### config.mk
export PLATFORM = sky130hd
export DESIGN_NAME = wb_rr_arbiter
export DESIGN_NICKNAME = d
export VERILOG_FILES = /design/src/rtl/wb_arb_pkg.sv /design/src/rtl/wb_arb_watchdog.sv /design/src/rtl/wb_rr_arbiter.sv
export SDC_FILE = /design/constraint.sdc
export NUM_CORES = 1
export LEC_CHECK = 0
export CORE_AREA = 2 2 127 129
export CTS_CLUSTER_DIAMETER = 60
export DETAILED_ROUTE_END_ITERATION = 8
export DIE_AREA = 0 0 129 131
export DONT_BUFFER_PORTS = 1
export GPL_TIMING_DRIVEN = 0
export PLACE_DENSITY = 0.31
export SLEW_MARGIN = 0
export SYNTH_ARGS = -nofsm -noshare
export SYNTH_HDL_FRONTEND = slang
export SYNTH_SLANG_ARGS = --single-unit
export TNS_END_PERCENT = 10
### constraint.sdc
create_clock -name clk -period 2.8 [get_ports clk]
set_input_delay 0.56 -clock clk [delete_from_list [all_inputs] [get_ports clk]]
set_output_delay 0.56 -clock clk [all_outputs]
set_load 0.02 [all_outputs]
### src/rtl/wb_arb_pkg.sv
// Shared types for the two-master Wishbone round-robin arbiter.
// Holds the arbiter state encoding and the master index constants.
// No logic; imported by wb_rr_arbiter and wb_arb_watchdog.
package wb_arb_pkg;

    typedef enum logic [1:0] {
        IDLE = 2'd0,
        GNT0 = 2'd1,
        GNT1 = 2'd2
    } arb_state_t;

    localparam logic M0 = 1'b0;
    localparam logic M1 = 1'b1;

    // On a simultaneous request the master that did not own the bus last wins.
    function automatic logic tie_winner(input logic last_gnt);
        return ~last_gnt;
    endfunction

endpackage

### src/rtl/wb_arb_watchdog.sv
// Ack watchdog for the granted master: counts cycles a strobe waits for s_ack.
// Latency: expire is combinational from the registered count (fires on the cycle count==TIMEOUT).
// Ports: active (bus granted), stb (granted strobe), ack (slave ack) -> expire pulse, timeout_cnt.
module wb_arb_watchdog
    import wb_arb_pkg::*;
#(
    parameter int TIMEOUT = 255
) (
    input  logic       clk,
    input  logic       reset,
    input  logic       active,
    input  logic       stb,
    input  logic       ack,
    output logic       expire,
    output logic [7:0] timeout_cnt
);

    localparam int CW = (TIMEOUT < 2) ? 1 : $clog2(TIMEOUT + 1);
    localparam logic [CW-1:0] LIMIT = CW'(TIMEOUT);
    localparam bit ENABLED = (TIMEOUT != 0);

    logic [CW-1:0] cnt;

    // An ack in the same cycle as the limit wins, so expire requires !ack.
    assign expire = ENABLED && active && stb && !ack && (cnt == LIMIT);

    always_ff @(posedge clk) begin
        if (reset) begin
            cnt         <= '0;
            timeout_cnt <= 8'd0;
        end else begin
            // Cleared while idle so a fresh grant always starts from zero.
            if (!ENABLED || !active || ack || expire) begin
                cnt <= '0;
            end else if (stb) begin
                cnt <= cnt + 1'b1;
            end
            if (expire && (timeout_cnt != 8'hFF)) begin
                timeout_cnt <= timeout_cnt + 8'd1;
            end
        end
    end

endmodule

### src/rtl/wb_rr_arbiter.sv
// Two-master round-robin Wishbone arbiter onto one shared slave, with ack watchdog.
// Latency: grant registered one cycle after cyc&stb; while granted, s_* follows the owner combinationally.
// Ports: m0 (data bus), m1 (instruction bus) request/response; s_* shared slave; timeout_cnt error count.
module wb_rr_arbiter
    import wb_arb_pkg::*;
#(
    parameter int AW      = 32,
    parameter int DW      = 32,
    parameter int TIMEOUT = 255
) (
    input  logic            clk,
    input  logic            reset,

    input  logic [AW-1:0]   m0_adr,
    input  logic [DW-1:0]   m0_dat_i,
    input  logic [DW/8-1:0] m0_sel,
    input  logic            m0_we,
    input  logic            m0_cyc,
    input  logic            m0_stb,
    output logic [DW-1:0]   m0_dat_o,
    output logic            m0_ack,
    output logic            m0_err,

    input  logic [AW-1:0]   m1_adr,
    input  logic [DW-1:0]   m1_dat_i,
    input  logic [DW/8-1:0] m1_sel,
    input  logic            m1_we,
    input  logic            m1_cyc,
    input  logic            m1_stb,
    output logic [DW-1:0]   m1_dat_o,
    output logic            m1_ack,
    output logic            m1_err,

    output logic [AW-1:0]   s_adr,
    output logic [DW-1:0]   s_dat_o,
    output logic [DW/8-1:0] s_sel,
    output logic            s_we,
    output logic            s_cyc,
    output logic            s_stb,
    input  logic [DW-1:0]   s_dat_i,
    input  logic            s_ack,

    output logic [7:0]      timeout_cnt
);

    arb_state_t state;
    logic       last_gnt;
    logic       req0;
    logic       req1;
    logic       gnt_stb;
    logic       expire;

    assign req0 = m0_cyc & m0_stb;
    assign req1 = m1_cyc & m1_stb;

    // Grant is held for as long as the owner keeps cyc high (locked cycles);
    // release always passes through IDLE so the other master gets a look-in.
    always_ff @(posedge clk) begin
        if (reset) begin
            state    <= IDLE;
            last_gnt <= M1;
        end else begin
            case (state)
                IDLE: begin
                    if (req0 && req1) begin
                        state <= (tie_winner(last_gnt) == M0) ? GNT0 : GNT1;
                    end else if (req0) begin
                        state <= GNT0;
                    end else if (req1) begin
                        state <= GNT1;
                    end
                end
                GNT0: begin
                    if (!m0_cyc) begin
                        state    <= IDLE;
                        last_gnt <= M0;
                    end
                end
                GNT1: begin
                    if (!m1_cyc) begin
                        state    <= IDLE;
                        last_gnt <= M1;
                    end
                end
                default: state <= IDLE;
            endcase
        end
    end

    assign gnt_stb = ((state == GNT0) && m0_stb) || ((state == GNT1) && m1_stb);

    wb_arb_watchdog #(
        .TIMEOUT (TIMEOUT)
    ) u_watchdog (
        .clk         (clk),
        .reset       (reset),
        .active      (state != IDLE),
        .stb         (gnt_stb),
        .ack         (s_ack),
        .expire      (expire),
        .timeout_cnt (timeout_cnt)
    );

    // Read data is broadcast; only the ack/err strobes are steered.
    assign m0_dat_o = s_dat_i;
    assign m1_dat_o = s_dat_i;

    always_comb begin
        s_adr   = '0;
        s_dat_o = '0;
        s_sel   = '0;
        s_we    = 1'b0;
        s_cyc   = 1'b0;
        s_stb   = 1'b0;
        m0_ack  = 1'b0;
        m0_err  = 1'b0;
        m1_ack  = 1'b0;
        m1_err  = 1'b0;
        case (state)
            GNT0: begin
                s_adr   = m0_adr;
                s_dat_o = m0_dat_i;
                s_sel   = m0_sel;
                s_we    = m0_we;
                // The expiring cycle aborts the bus cycle toward the slave.
                s_cyc   = m0_cyc & ~expire;
                s_stb   = m0_stb & ~expire;
                // An ack with no strobe outstanding is stale and dropped.
                m0_ack  = m0_stb & s_ack;
                m0_err  = expire;
            end
            GNT1: begin
                s_adr   = m1_adr;
                s_dat_o = m1_dat_i;
                s_sel   = m1_sel;
                s_we    = m1_we;
                s_cyc   = m1_cyc & ~expire;
                s_stb   = m1_stb & ~expire;
                m1_ack  = m1_stb & s_ack;
                m1_err  = expire;
            end
            default: ;
        endcase
    end

endmodule

==> impl_metrics.csv <==
group,metric,value,unit
routing,post-route-drc-count,0,
synthesis,syn_area,2570,um2
sta,rsz0062_at_grt,"yes",
place,io_buffers,0,
routing,drt_iter0_markers,107,
sta,fin_setup_tns,0,ns
critical_path,cpMostUsedCell,"clkbuf_2",
critical_path,cp-start-kind,"flip-flop",
pwr,clock_power_share,0.219,
critical_path,cp-startpoint,"state[0]$_SDFFE_PP0P_",
synthesis,ys_warn_count,0,
critical_path,critPathCaptureType,"output pin",
place,dp.cells,564,
flow_run,cap_violations,0,
sta,slew-limit-headroom,0.613,
critical_path,worst_path_largest_cell_delay,0.54,ns
pwr,ir_drop,0.000169,V
critical_path,crit_chain,"inv_1 -> ha_1 -> clkbuf_2 -> clkbuf_2 -> a22oi_1 -> nor2b_2",
floorplan,coreArea,15600,um2
clock_tree,h-tree-depth,1,
status,outcome,"completed",
routing,wl,11.7,mm
floorplan,rows,46,
clock_tree,clockBufferDepth,2,
floorplan,initial_core_util,0.165,
worst_hold_path,min_from,"reset",
routing,via_count,2561,
clock_tree,clk_transition_reported_paths,0.06,ns
floorplan,fp.dieH,131,um
worst_hold_path,hold_class,"primary input to flip-flop",
synthesis,yosys.cell_types.count,39,
pwr,seqPwrFrac,0.203,
pwr,p_leak,0.963,nW
critical_path,crit_type,"flip-flop to output pin",
grt,globalRouteTotalUtil,0.116,
sta,period_minus_slack,2.76,ns
critical_path,cp.arrival,2.20,ns
critical_path,critical_path_peak_fanout,10,
clock_tree,cts_buffers,3,
critical_path,critPathBufInv,3,
floorplan,io_pins,324,
routing,dr.pass1.iters,4,
synthesis,synth_seq_cells,19,
grt,grt_max_degree,11,
grt,grt_pass1_wl,14.4,mm
place,pre_cts_slack,-0.285,ns
grt,grt_overflow,0,
sta,hold_viol_final,0,
layout,diodes,0,
synthesis,synth_top_area_frac,0.202,
synthesis,synth_top_area_cell,"a22oi_1",
sta,worst_slew_pin_slew,0.580,ns
clock_tree,cts_tree,"yes",
place,hpwl,9.83,mm
synthesis,yosys-top-cells-area,"a22oi_1, buf_4, nor2b_1, dfxtp_1, clkbuf_1",
synthesis,syn_area_per_cell,7.38,um2
layout,final.fill_count,1730,
sta,fin_crit_sh,0.985,
critical_path,required,2.24,ns
clock_tree,numClockSinks,19,
sta,fin_worst_skew,0.00254,ns
pwr,p_int,0.773,mW
pwr,switching_share,0.439,
critical_path,critPathSlowestCell,"a22oi_1",
layout,fin_cells,572,
layout,drive_gt1_frac,0.320,
place,place.gp.congestion,0.713,
synthesis,syn-num-nets,530,
routing,viasPerCell,4.48,
clock_tree,worst_skew_pair.late_latency,0.25,ns
critical_path,r2r-start,"state[0]$_SDFFE_PP0P_",
sta,setup_viol,0,
sta,fmax,0.363,GHz
sta,fin_ws,0.0414,ns
synthesis,seq_area_frac_synth,0.148,
layout,syn_to_final_growth,18.8,%
pwr,p_comb_frac,0.578,
floorplan,dieWidth,129,um
grt,grt_pass1_vias,2311,
pwr,p_switching,0.605,mW
routing,ant_nets,0,
routing,post_drt_wl_per_cell,20.4,um
critical_path,cp_top_family,"buffers and inverters",
layout,finalNetCount,539,
grt,antenna_found_initial,0,
clock_tree,cts-root-buf,"clkbuf_16",
floorplan,die-area,16900,um2
pwr,power_density,451,nW/um2
synthesis,synthCells,348,
sta,slew_viol_final,0,
==> cell usage after synthesis (all sizes together) <==
master and number:
ha 5, or3b 1, nor2b 73, nor4 2
nand2b 3, and3b 1, nand2 6, a22o 1
a41o 1, nor4b 1, dfxtp 19, o31ai 3
nor3b 1, o21ai 2, nor2 20, mux2 1
a22oi 70, a311oi 1, buf 68, nand4 1
and3 2, o21bai 1, nor3 2, and2 2
inv 3, a31oi 1, or3 2, clkbuf 22
or4 4, nand3 8, a21oi 8, mux2i 6
xnor2 6, xor2 1
==> state kept, by name, summed over array words and instances, names as in the netlist <==
register                count
u_watchdog.cnt              8
u_watchdog.timeout_cnt      8
state                       2
last_gnt                    1
==> power by group through the flow <==
stage / Combinational, mW / Clock [mW] / Sequential [mW]
6_report: 0.796 / 0.302 / 0.279
5_1_grt: 0.867 / 0.325 / 0.280
4_1_cts: 0.785 / 0.311 / 0.279
3_5_place_dp: 0.761 / 0 / 0.285
3_3_place_gp: 0.752 / 0 / 0.285
2_1_floorplan: 0.599 / 0 / 0.284
==> per-layer routing <==
layer  global-route usage  share of wire
met1                0.160           0.43
met2                0.172           0.45
met4               0.0153         0.0029
met3               0.0497           0.11
met5                    0              0
==> layout make-up <==
class | count | area, um2 | area share
timing repair buffer | 4 | 30.0 | 0.00984
clock buffer | 4 | 78.8 | 0.0258
multi-input combinational | 236 | 1680 | 0.551
sequential | 19 | 380 | 0.125
tap | 216 | 270 | 0.0886
buffer | 90 | 599 | 0.196
inverter | 3 | 11.3 | 0.00369
==> placed cells by master (no fill, tap or decap), types with 2 or more instances in the layout <==
cell / synthesis / final
o21ai_0: 2 / 2
nand2b_1: 3 / 3
nand3_1: 8 / 8
o31ai_1: 3 / 3
buf_4: 64 / 68
clkbuf_16: 0 / 3
dfxtp_1: 19 / 19
nor2_2: 0 / 2
clkbuf_2: 0 / 10
or3_2: 2 / 2
nor2b_4: 0 / 3
nor2b_1: 73 / 53
and2_1: 2 / 2
or4_1: 2 / 2
inv_1: 3 / 3
buf_1: 3 / 2
a21oi_1: 8 / 8
nand2_1: 6 / 5
ha_1: 5 / 5
nor2b_2: 0 / 17
and3_1: 2 / 2
xnor2_1: 6 / 6
nor2_1: 20 / 18
mux2i_1: 6 / 6
clkbuf_1: 22 / 13
nor3_1: 2 / 2
a22oi_1: 69 / 69
==> path summary, 6_finish.rpt <==
kind | to | slack [ns] | depth (start not counted)
setup reg to reg | u_watchdog.timeout_cnt[5]$_SDFFE_PP0P_ | 0.31 | 7
hold / removal | u_watchdog.timeout_cnt[1]$_SDFFE_PP0P_ | 0.49 | 2
hold reg to reg | last_gnt$_SDFFE_PP1P_ | 0.53 | 2
setup / recovery | s_dat_o[9] | 0.04 | 6
==> what timing repair did <==
item | 4_1_cts | 5_1_grt
hold buffers | 0 | 0
resized for setup | 25 | 18
endpoints found under the setup margin | 80 | 43
pin swaps | 1 | 1
buffers inserted | 0 | 4
==> metrics by stage <==
stage	cell area (um2)	utilization	power, mW	hold WS (ns)
6_report	3050	0.196	1.38	0.490
5_1_grt	3050	0.196	1.47	0.523
4_1_cts	2980	0.191	1.38	0.486
3_5_place_dp	2840	0.182	1.05	0.511
3_3_place_gp	2840	0.182	1.04	0.499
2_1_floorplan	2570	-	0.883	0.476
==> cell families after synthesis <==
group	share of synthesized area
buffers and inverters	0.232
and+or+nand+nor	0.292
xor gates and xnor gates	0.0239
DFF	0.148
AOI/OAI and AO/OA	0.251
muxes	0.0278
adders and majority gates	0.0244
No activity file was read; power rests on OpenSTA's default activity.
